[src/rtl/wb_arbiter_pkg.sv]
// Shared types and constants for the register-file write-side front end.
package wb_arbiter_pkg;

  localparam int XLEN       = 64;
  localparam int REG_ADDR_W = 5;
  localparam int NREGS      = 32;

  typedef struct packed {
    logic                  valid;
    logic [REG_ADDR_W-1:0] rd;
    logic [XLEN-1:0]       data;
  } wb_req_t;

endpackage

[src/rtl/wb_fifo.sv]
// Synchronous FIFO with pointers wrapping modulo DEPTH and an explicit count for full/empty.
// The head is valid the cycle after a push; the caller must not push when full.
module wb_fifo #(
  parameter int DEPTH = 2,
  parameter int W     = 8
) (
  input  logic         clk,
  input  logic         reset,
  input  logic         push,
  input  logic [W-1:0] wdat,
  input  logic         pop,
  output logic [W-1:0] head,
  output logic         full,
  output logic         empty
);

  localparam int AW = $clog2(DEPTH);
  localparam int CW = AW + 1;

  logic [W-1:0]  mem_q [DEPTH];
  logic [AW-1:0] wr_ptr_q, wr_ptr_d;
  logic [AW-1:0] rd_ptr_q, rd_ptr_d;
  logic [CW-1:0] count_q, count_d;

  always_comb begin
    wr_ptr_d = wr_ptr_q;
    rd_ptr_d = rd_ptr_q;
    count_d  = count_q;
    if (push) begin
      wr_ptr_d = wr_ptr_q + AW'(1);
    end
    if (pop) begin
      rd_ptr_d = rd_ptr_q + AW'(1);
    end
    if (push && !pop) begin
      count_d = count_q + CW'(1);
    end else if (pop && !push) begin
      count_d = count_q - CW'(1);
    end
  end

  always_ff @(posedge clk) begin
    if (reset) begin
      wr_ptr_q <= '0;
      rd_ptr_q <= '0;
      count_q  <= '0;
    end else begin
      wr_ptr_q <= wr_ptr_d;
      rd_ptr_q <= rd_ptr_d;
      count_q  <= count_d;
    end
  end

  // Storage needs no reset: count gates every read.
  always_ff @(posedge clk) begin
    if (push) begin
      mem_q[wr_ptr_q] <= wdat;
    end
  end

  assign head  = mem_q[rd_ptr_q];
  assign full  = (count_q == CW'(DEPTH));
  assign empty = (count_q == '0);

endmodule

[src/rtl/wb_arbiter.sv]
// Merges non-stallable pipeline writebacks and FIFO-buffered multi-cycle results onto one
// regfile write port (1-cycle registered), tracking pending multi-cycle destinations.
module wb_arbiter #(
  parameter int DEPTH        = 2,
  parameter int STARVE_LIMIT = 4,
  parameter int XLEN         = 64
) (
  input  logic                                     clk,
  input  logic                                     reset,
  input  logic                                     pipe_valid,
  input  logic [wb_arbiter_pkg::REG_ADDR_W-1:0]    pipe_rd,
  input  logic [XLEN-1:0]                          pipe_data,
  output logic                                     pipe_stall,
  input  logic                                     mc_issue,
  input  logic [wb_arbiter_pkg::REG_ADDR_W-1:0]    mc_issue_rd,
  input  logic                                     mc_valid,
  output logic                                     mc_ready,
  input  logic [wb_arbiter_pkg::REG_ADDR_W-1:0]    mc_rd,
  input  logic [XLEN-1:0]                          mc_data,
  output logic                                     we,
  output logic [wb_arbiter_pkg::REG_ADDR_W-1:0]    rd,
  output logic [XLEN-1:0]                          wd,
  output logic [wb_arbiter_pkg::NREGS-1:0]         pending
);

  import wb_arbiter_pkg::*;

  localparam int                FW    = REG_ADDR_W + XLEN;
  localparam int                CNT_W = $clog2(STARVE_LIMIT + 1);
  localparam logic [CNT_W-1:0]  LIMIT = CNT_W'(STARVE_LIMIT);

  logic                  fifo_push, fifo_pop, fifo_full, fifo_empty;
  logic [FW-1:0]         fifo_head;
  logic [REG_ADDR_W-1:0] head_rd;
  logic [XLEN-1:0]       head_data;
  logic                  pipe_sel;

  logic                  we_q, we_d;
  logic [REG_ADDR_W-1:0] rd_q, rd_d;
  logic [XLEN-1:0]       wd_q, wd_d;
  logic [CNT_W-1:0]      cnt_q, cnt_d;
  logic                  stall_q, stall_d;
  logic [NREGS-1:0]      pend_q, pend_d;

  wb_fifo #(
    .DEPTH (DEPTH),
    .W     (FW)
  ) u_fifo (
    .clk   (clk),
    .reset (reset),
    .push  (fifo_push),
    .wdat  ({mc_rd, mc_data}),
    .pop   (fifo_pop),
    .head  (fifo_head),
    .full  (fifo_full),
    .empty (fifo_empty)
  );

  assign mc_ready  = !fifo_full;
  assign fifo_push = mc_valid && mc_ready;
  assign head_rd   = fifo_head[FW-1:XLEN];
  assign head_data = fifo_head[XLEN-1:0];

  // A pipe write to x0 is a no-op, so it must not block the FIFO.
  assign pipe_sel  = pipe_valid && (pipe_rd != '0);
  assign fifo_pop  = !pipe_sel && !fifo_empty;

  always_comb begin
    we_d = 1'b0;
    rd_d = rd_q;
    wd_d = wd_q;
    if (pipe_sel) begin
      we_d = 1'b1;
      rd_d = pipe_rd;
      wd_d = pipe_data;
    end else if (fifo_pop && (head_rd != '0)) begin
      we_d = 1'b1;
      rd_d = head_rd;
      wd_d = head_data;
    end
  end

  always_comb begin
    cnt_d = cnt_q;
    if (fifo_empty || fifo_pop) begin
      cnt_d = '0;
    end else if (cnt_q != LIMIT) begin
      cnt_d = cnt_q + CNT_W'(1);
    end
    stall_d = (cnt_q == LIMIT);
  end

  // Clear before set so a same-register issue in the popping cycle keeps the bit.
  always_comb begin
    pend_d = pend_q;
    if (fifo_pop) begin
      pend_d[head_rd] = 1'b0;
    end
    if (mc_issue) begin
      pend_d[mc_issue_rd] = 1'b1;
    end
    pend_d[0] = 1'b0;
  end

  always_ff @(posedge clk) begin
    if (reset) begin
      we_q    <= 1'b0;
      rd_q    <= '0;
      wd_q    <= '0;
      cnt_q   <= '0;
      stall_q <= 1'b0;
      pend_q  <= '0;
    end else begin
      we_q    <= we_d;
      rd_q    <= rd_d;
      wd_q    <= wd_d;
      cnt_q   <= cnt_d;
      stall_q <= stall_d;
      pend_q  <= pend_d;
    end
  end

  assign we         = we_q;
  assign rd         = rd_q;
  assign wd         = wd_q;
  assign pipe_stall = stall_q;
  assign pending    = pend_q;

endmodule

[config.mk]
export PLATFORM = sky130hd
export DESIGN_NAME = wb_arbiter
export DESIGN_NICKNAME = d
export VERILOG_FILES = /design/src/rtl/wb_arbiter_pkg.sv /design/src/rtl/wb_fifo.sv /design/src/rtl/wb_arbiter.sv
export SDC_FILE = /design/constraint.sdc
export NUM_CORES = 1
export LEC_CHECK = 0
export CORE_UTILIZATION = 40
export DETAILED_ROUTE_END_ITERATION = 10
export PLACE_DENSITY = 0.67
export SLEW_MARGIN = 20
export SYNTH_ARGS = -nofsm -noshare
export SYNTH_HDL_FRONTEND = slang
export SYNTH_SLANG_ARGS = --single-unit
[constraint.sdc]
create_clock -name clk -period 5.5 [get_ports clk]
set_input_delay 0.55 -clock clk [delete_from_list [all_inputs] [get_ports clk]]
set_output_delay 0.55 -clock clk [all_outputs]
set_load 0.05 [all_outputs]
==> impl_metrics.env, run 1 <==
export IMPL_status="finished, final reports clean"
export IMPL_synthArstFlopShare_pct=0
export IMPL_setup_worst_path_end_class="flop"
export IMPL_crit_chain="buf_4, nor4_2, o22a_2, buf_4, a2111oi_0, o32ai_1"
export IMPL_synth_top_area_share_pct=41.1
export IMPL_via_per_inst=5.50
export IMPL_die_area_mm2=0.0258
export IMPL_wl_per_cell_um=18.9
export IMPL_yosysMostFrequentCell="edfxtp_1"
export IMPL_vias=7755
export IMPL_wirelength_mm=26.7
export IMPL_nets=1216
export IMPL_area_delta_synth_final_pct=35.2
export IMPL_grt_usage_pct=20.2
export IMPL_clk_latency_ns=0.53
export IMPL_antenna_found_initial=4
export IMPL_setup_tns_ns=0
export IMPL_yosysSeqAreaShare_pct=63.0
export IMPL_hold_path_class="flop to flop"
export IMPL_cts_reportedPaths_clkPinSlew_ns=0.06
export IMPL_cts_hold_buf=0
export IMPL_switching_share_pct=34.9
export IMPL_multiInputGateArea_mm2=0.00314
export IMPL_pwr_share_comb_pct=31.9
export IMPL_power_internal_w=0.00394
export IMPL_synth_top_area_cell="edfxtp_1"
export IMPL_fin_skew_ns=0.0131
export IMPL_ys_flop_type="edfxtp_1"
export IMPL_hold_start="pending[30]"
export IMPL_setup_violations=0
export IMPL_ys_top_cells_by_area="edfxtp_1, dfxtp_1, a2111oi_0, o32ai_1, a21oi_1"
export IMPL_hold_violations=0
export IMPL_layout_min_cycle_time_ns=3.49
export IMPL_path_max_fanout=85
export IMPL_drtAntennaViolNets=0
export IMPL_seqCellArea_mm2=0.00635
export IMPL_cts_tree="done"
export IMPL_fillCellCount=2069
export IMPL_utilization_pct=55.5
export IMPL_seqPwrFrac_pct=40.1
export IMPL_p_switching_w=0.00212
export IMPL_cp_slowest_cell="buf_4"
export IMPL_timing_slew_headroom_pct=28.0
export IMPL_clkPwrFrac_pct=27.9
export IMPL_cts_resized_gates=0
export IMPL_ctsLongestPathBuffers=3
export IMPL_gr_total_overflow=0
export IMPL_synth_common_cells="edfxtp_1, dfxtp_1, a21oi_1, inv_1, nor2b_1"
export IMPL_die_h_um=161
export IMPL_fmax_ghz=0.287
export IMPL_yosys_warnings=0
export IMPL_dr_pass1_iters=5
export IMPL_arrival_ns=3.83
export IMPL_peakVddDrop_uv=229
export IMPL_worst_path_largest_cell_delay_ns=0.73
export IMPL_cp_common_cell="buf_4"
export IMPL_gp_congestion=0.814
export IMPL_rsz0062_at_grt="false"
export IMPL_worstPathRequired_ns=5.85
export IMPL_cts_root_buf="clkbuf_16"
export IMPL_pwr_density_cell_mw_per_mm2=444
export IMPL_core_mm2=0.0245
export IMPL_htreeDepth=1
export IMPL_synth_distinct_cells=48
export IMPL_grt_pass1_wl_mm=41.5
export IMPL_worstSetupPathType="flop to flop"
export IMPL_syn_area_mm2=0.0101
export IMPL_dp_hpwl_mm=16.9
export IMPL_syn_inst=854
export IMPL_maxCapViolCount=0
export IMPL_clock_sink_count=248
export IMPL_final_layout_size_suffix_gt1_share_pct=5.90
export IMPL_drt_iter0_markers=629
export IMPL_die_width_um=161
export IMPL_avgSynthCellArea_um2=11.8
export IMPL_grt_pass1_vias=7572
export IMPL_syn_nets=1005
export IMPL_tightest_slew_ns=1.08
export IMPL_start_kind="flop"
export IMPL_leakage_nw=4.67
export IMPL_grt_max_degree=86
export IMPL_drc=0
export IMPL_ioPinCount=252
export IMPL_synth_edff_count=138
export IMPL_port_buffers=250
export IMPL_cts_made_buffers=26
export IMPL_period_share_pct=63.4
export IMPL_finalMaxSlewViolations=0
export IMPL_initial_core_util_pct=41.1
export IMPL_rows=57
export IMPL_synth_seq_cells=248
export IMPL_cts_setup_buffers=0
cells in the final DEF, fill, tap and decap left out, types with 3 or more instances in the layout:
master / n
a311oi_1: 10
ha_1: 3
nor3_1: 6
and3_1: 3
mux2i_1: 4
dfxtp_1: 109
xor2_1: 3
a2111oi_0: 65
a211oi_1: 5
inv_1: 70
clkdlybuf4s50_1: 250
a32oi_1: 3
o31ai_1: 3
o32ai_1: 65
clkbuf_16: 27
nor2b_1: 66
buf_4: 9
clkbuf_1: 11
clkinv_2: 4
nand2_1: 37
o21ai_0: 5
clkinv_1: 3
o41ai_1: 17
nor3b_1: 4
nor2_1: 19
edfxtp_1: 138
a21oi_1: 106
final timing paths:
path,endpoint,slack (ns),cells past startpoint
setup / recovery,wd[62],2.01,6
hold / removal,pending[30],0.46,2
setup reg to reg,wd[62],2.01,6
hold reg to reg,pending[30],0.46,2
layout make-up:
cell class	count	area share, %
clock buffer	38	5.26
inverter	70	1.93
tap	324	2.97
sequential	248	46.6
clock inverter	10	0.790
timing repair buffer	262	19.4
antenna	2	0.0367
multi-input combinational	457	23.1
through the flow:
step	setup slack, ns	hold WS (ns)	cell area, µm²	power (W)	instances
after CTS	2.08	0.467	13600	0.00609	1408
after detailed placement	1.99	0.460	12800	0.00439	1360
after floorplan	1.05	0.480	10100	0.00373	854
final	2.01	0.465	13600	0.00605	1411
after global placement	2.01	0.452	12800	0.00436	1360
after global routing	1.81	0.491	13600	0.00632	1409
power groups by stage:
stage / clock network [W] / registers [W] / logic (W)
after detailed placement: 0 / 0.00247 / 0.00192
after global routing: 0.00179 / 0.00246 / 0.00207
after floorplan: 0 / 0.00281 / 0.000921
after global placement: 0 / 0.00246 / 0.00190
after CTS: 0.00173 / 0.00243 / 0.00193
final: 0.00169 / 0.00243 / 0.00193
cells by family (layout without fill, tap and decap cells):
logic type / after synthesis / in the layout / share of synthesized area (%)
AOI/OAI and AO/OA: 287 / 287 / 20.7
xor gates and xnor gates: 4 / 4 / 0.348
adders and majority gates: 3 / 3 / 0.372
buffers and inverters: 149 / 380 / 6.32
DFF: 248 / 248 / 63.0
muxes: 6 / 6 / 0.621
other: 1 / 3 / 0.0372
and+or+nand+nor: 156 / 156 / 8.68
critical path, delay by kind of cell, from the launching register on:
kind / cells / cell delay (ns)
AO/OA/AOI/OAI: 3 / 1.17
buffers and inverters: 2 / 1.10
flip-flops: 1 / 0.72
AND/OR/NAND/NOR: 1 / 0.19
flip-flops by register name (all words and copies together) (netlist names), named ones only:
register,count
u_fifo.mem_q,138
rd,5
cnt_q,3
u_fifo.wr_ptr_q,1
wd,64
u_fifo.count_q,2
pipe_stall,1
we,1
u_fifo.rd_ptr_q,1
pending,31
routing by layer:
| layer | routed length [µm] | global-route usage [%] | part of all wire (%) |
|---|---|---|---|
| met1 | 11500 | 26.6 | 43 |
| met2 | 12700 | 33.5 | 47 |
| met3 | 1960 | 4.55 | 7.3 |
| met4 | 556 | 5.57 | 2.1 |
| met5 | 23 | 0 | 0.086 |
Power figures use the tool's default switching activity.
==> run 2: changes to the inputs <==
--- a/config.mk
+++ b/config.mk
@@ -7,7 +7,7 @@
 export LEC_CHECK = 0
 export CORE_UTILIZATION = 40
 export DETAILED_ROUTE_END_ITERATION = 10
-export PLACE_DENSITY = 0.67
+export PLACE_DENSITY = 0.7
 export SLEW_MARGIN = 20
 export SYNTH_ARGS = -nofsm -noshare
 export SYNTH_HDL_FRONTEND = slang
==> constraint.sdc (replaced) <==
create_clock -name clk -period 3.1 [get_ports clk]
set_input_delay 0.31 -clock clk [delete_from_list [all_inputs] [get_ports clk]]
set_output_delay 0.31 -clock clk [all_outputs]
set_load 0.05 [all_outputs]
==> impl_metrics.env, run 2 (synthesis results as in run 1) <==
export IMPL_clock_sink_count=248
export IMPL_path_max_fanout=31
export IMPL_grt_max_degree=79
export IMPL_use_met3_pct=4.11
export IMPL_initial_core_util_pct=41.1
export IMPL_wirelength_mm=27.0
export IMPL_die_width_um=161
export IMPL_utilization_pct=56.1
export IMPL_timing_slew_headroom_pct=40.4
export IMPL_dp_hpwl_mm=17.7
export IMPL_largest_reg_flops=138
export IMPL_antenna_found_initial=0
export IMPL_via_per_inst=5.52
export IMPL_cts_made_buffers=26
export IMPL_cts_reportedPaths_clkPinSlew_ns=0.06
export IMPL_vias=7821
export IMPL_worstSetupPathType="flop to flop"
export IMPL_largest_register="u_fifo.mem_q"
export IMPL_ioPinCount=252
export IMPL_power_w=0.0110
export IMPL_area_delta_synth_final_pct=36.6
export IMPL_gp_congestion=0.809
export IMPL_hold_violations=0
export IMPL_grt_pass1_wl_mm=42.3
export IMPL_ctsLongestPathBuffers=3
export IMPL_drt_iter0_markers=581
export IMPL_final_layout_size_suffix_gt1_share_pct=7.13
export IMPL_final_common_cell="clkdlybuf4s50_1"
export IMPL_die_h_um=161
export IMPL_cts_root_buf="clkbuf_16"
export IMPL_drtAntennaViolNets=0
export IMPL_leakage_nw=4.75
export IMPL_rr_endpoint="wd[25]"
export IMPL_finalMaxSlewViolations=0
export IMPL_rsz0062_at_grt="false"
export IMPL_nets=1225
export IMPL_arrival_ns=2.90
export IMPL_setup_tns_ns=0
export IMPL_cts_setup_buffers=0
export IMPL_pwr_density_cell_mw_per_mm2=799
export IMPL_rr_worst_depth=5
export IMPL_drc=0
export IMPL_worstPathRequired_ns=3.53
export IMPL_dr_pass1_iters=5
export IMPL_maxCapViolCount=0
export IMPL_start_kind="flop"
export IMPL_crit_chain="nor3b_1, o22a_2, buf_4, a2111oi_0, o32ai_1"
export IMPL_rows=57
export IMPL_fmax_ghz=0.405
export IMPL_worstSetupEndpoint="wd[25]"
export IMPL_antenna_cells=0
export IMPL_met1_usage_pct=27.6
export IMPL_htreeDepth=1
export IMPL_r2r_slack_ns=0.63
export IMPL_period_share_pct=79.7
export IMPL_cp_num_buf_inv=1
export IMPL_hold_path_class="primary input to flop"
export IMPL_cts_tree="done"
export IMPL_fin_skew_ns=0.0171
export IMPL_busiest_layer="met2"
export IMPL_clk_latency_ns=0.54
export IMPL_die_area_mm2=0.0258
export IMPL_setup_violations=0
export IMPL_port_buffers=250
export IMPL_grtUsageMet2_pct=33.5
export IMPL_grt_pass1_vias=7651
export IMPL_tightest_slew_ns=0.894
export IMPL_wl_per_cell_um=19.0
export IMPL_setup_worst_path_end_class="flop"
export IMPL_peakVddDrop_uv=560
export IMPL_cts_hold_buf=0
export IMPL_worst_path_largest_cell_delay_ns=0.60
export IMPL_layout_min_cycle_time_ns=2.47
export IMPL_crit_cells=5
export IMPL_gr_total_overflow=0
export IMPL_critPathTopFamily="compound AO/OA/AOI/OAI gates"
export IMPL_layout_common_cells="clkdlybuf4s50_1, edfxtp_1, dfxtp_1"
export IMPL_cp_slowest_cell="o22a_2"
export IMPL_status="finished, final reports clean"
export IMPL_core_mm2=0.0245
export IMPL_grt_usage_pct=20.6
export IMPL_cts_resized_gates=0
-- run 2: changes by cell type in the layout (fill, tap and decap cells not counted), sizes merged --
cell	change
buf	+9
clkbuf	-7
bufinv	+2
clkinv	+2
clkinvlp	+2
diode	-2
inv	+1
-- run 2: how the worst min path moves through the flow --
stage / startpoint / depth (start not counted) / slack (ns) / end
final: pipe_data[6] / 3 / 0.32 / wd[6]
after global routing: pipe_data[59] / 3 / 0.31 / wd[59]
after CTS: pipe_data[6] / 3 / 0.30 / wd[6]
after detailed placement: pending[30] / 2 / 0.46 / pending[30]
after global placement: pending[30] / 2 / 0.45 / pending[30]
after floorplan: mc_data[0] / 0 / 0.41 / u_fifo.mem_q[0][0]
-- run 2: metrics by stage --
stage               instance area [µm²]  setup WS [ns]  hold slack (ns)  std cells
floorplan                         10100         0.0431            0.409        854
CTS                               13800          0.597            0.298       1418
finish                            13800          0.628            0.316       1418
global placement                  12900          0.577            0.453       1370
global route                      13800          0.425            0.310       1418
detailed placement                12900          0.536            0.462       1370
-- run 2: where the power goes --
part / switching (W) / internal, W / total, W / leakage (nW)
sequential: 0.000229 / 0.00403 / 0.00426 / 2.19
clock: 0.00130 / 0.00192 / 0.00322 / 0.432
combinational: 0.00231 / 0.00121 / 0.00352 / 2.12
total: 0.00384 / 0.00716 / 0.0110 / 4.75
-- run 2: tightest hold or removal path, stage by stage --
cell	delay, ns
clkdlybuf4s50_1	0.39
inv_1	0.05
o32ai_1	0.05
-- run 2: cell type report --
type                            instances  area, µm²
Clock buffer                           31        683
Clock inverter                         17        216
Inverter                               70        263
Sequential cell                       248       6350
Timing Repair Buffer                  271       2710
Multi-Input combinational cell        457       3140
Tap cell                              324        405
Fill cell                            2065      10800
-- run 2: layer usage --
metal | share of wire, % | routed length (µm)
met5 | 0 | 0
met4 | 2.7 | 730
met3 | 6.7 | 1810
met2 | 47 | 12700
met1 | 43 | 11700
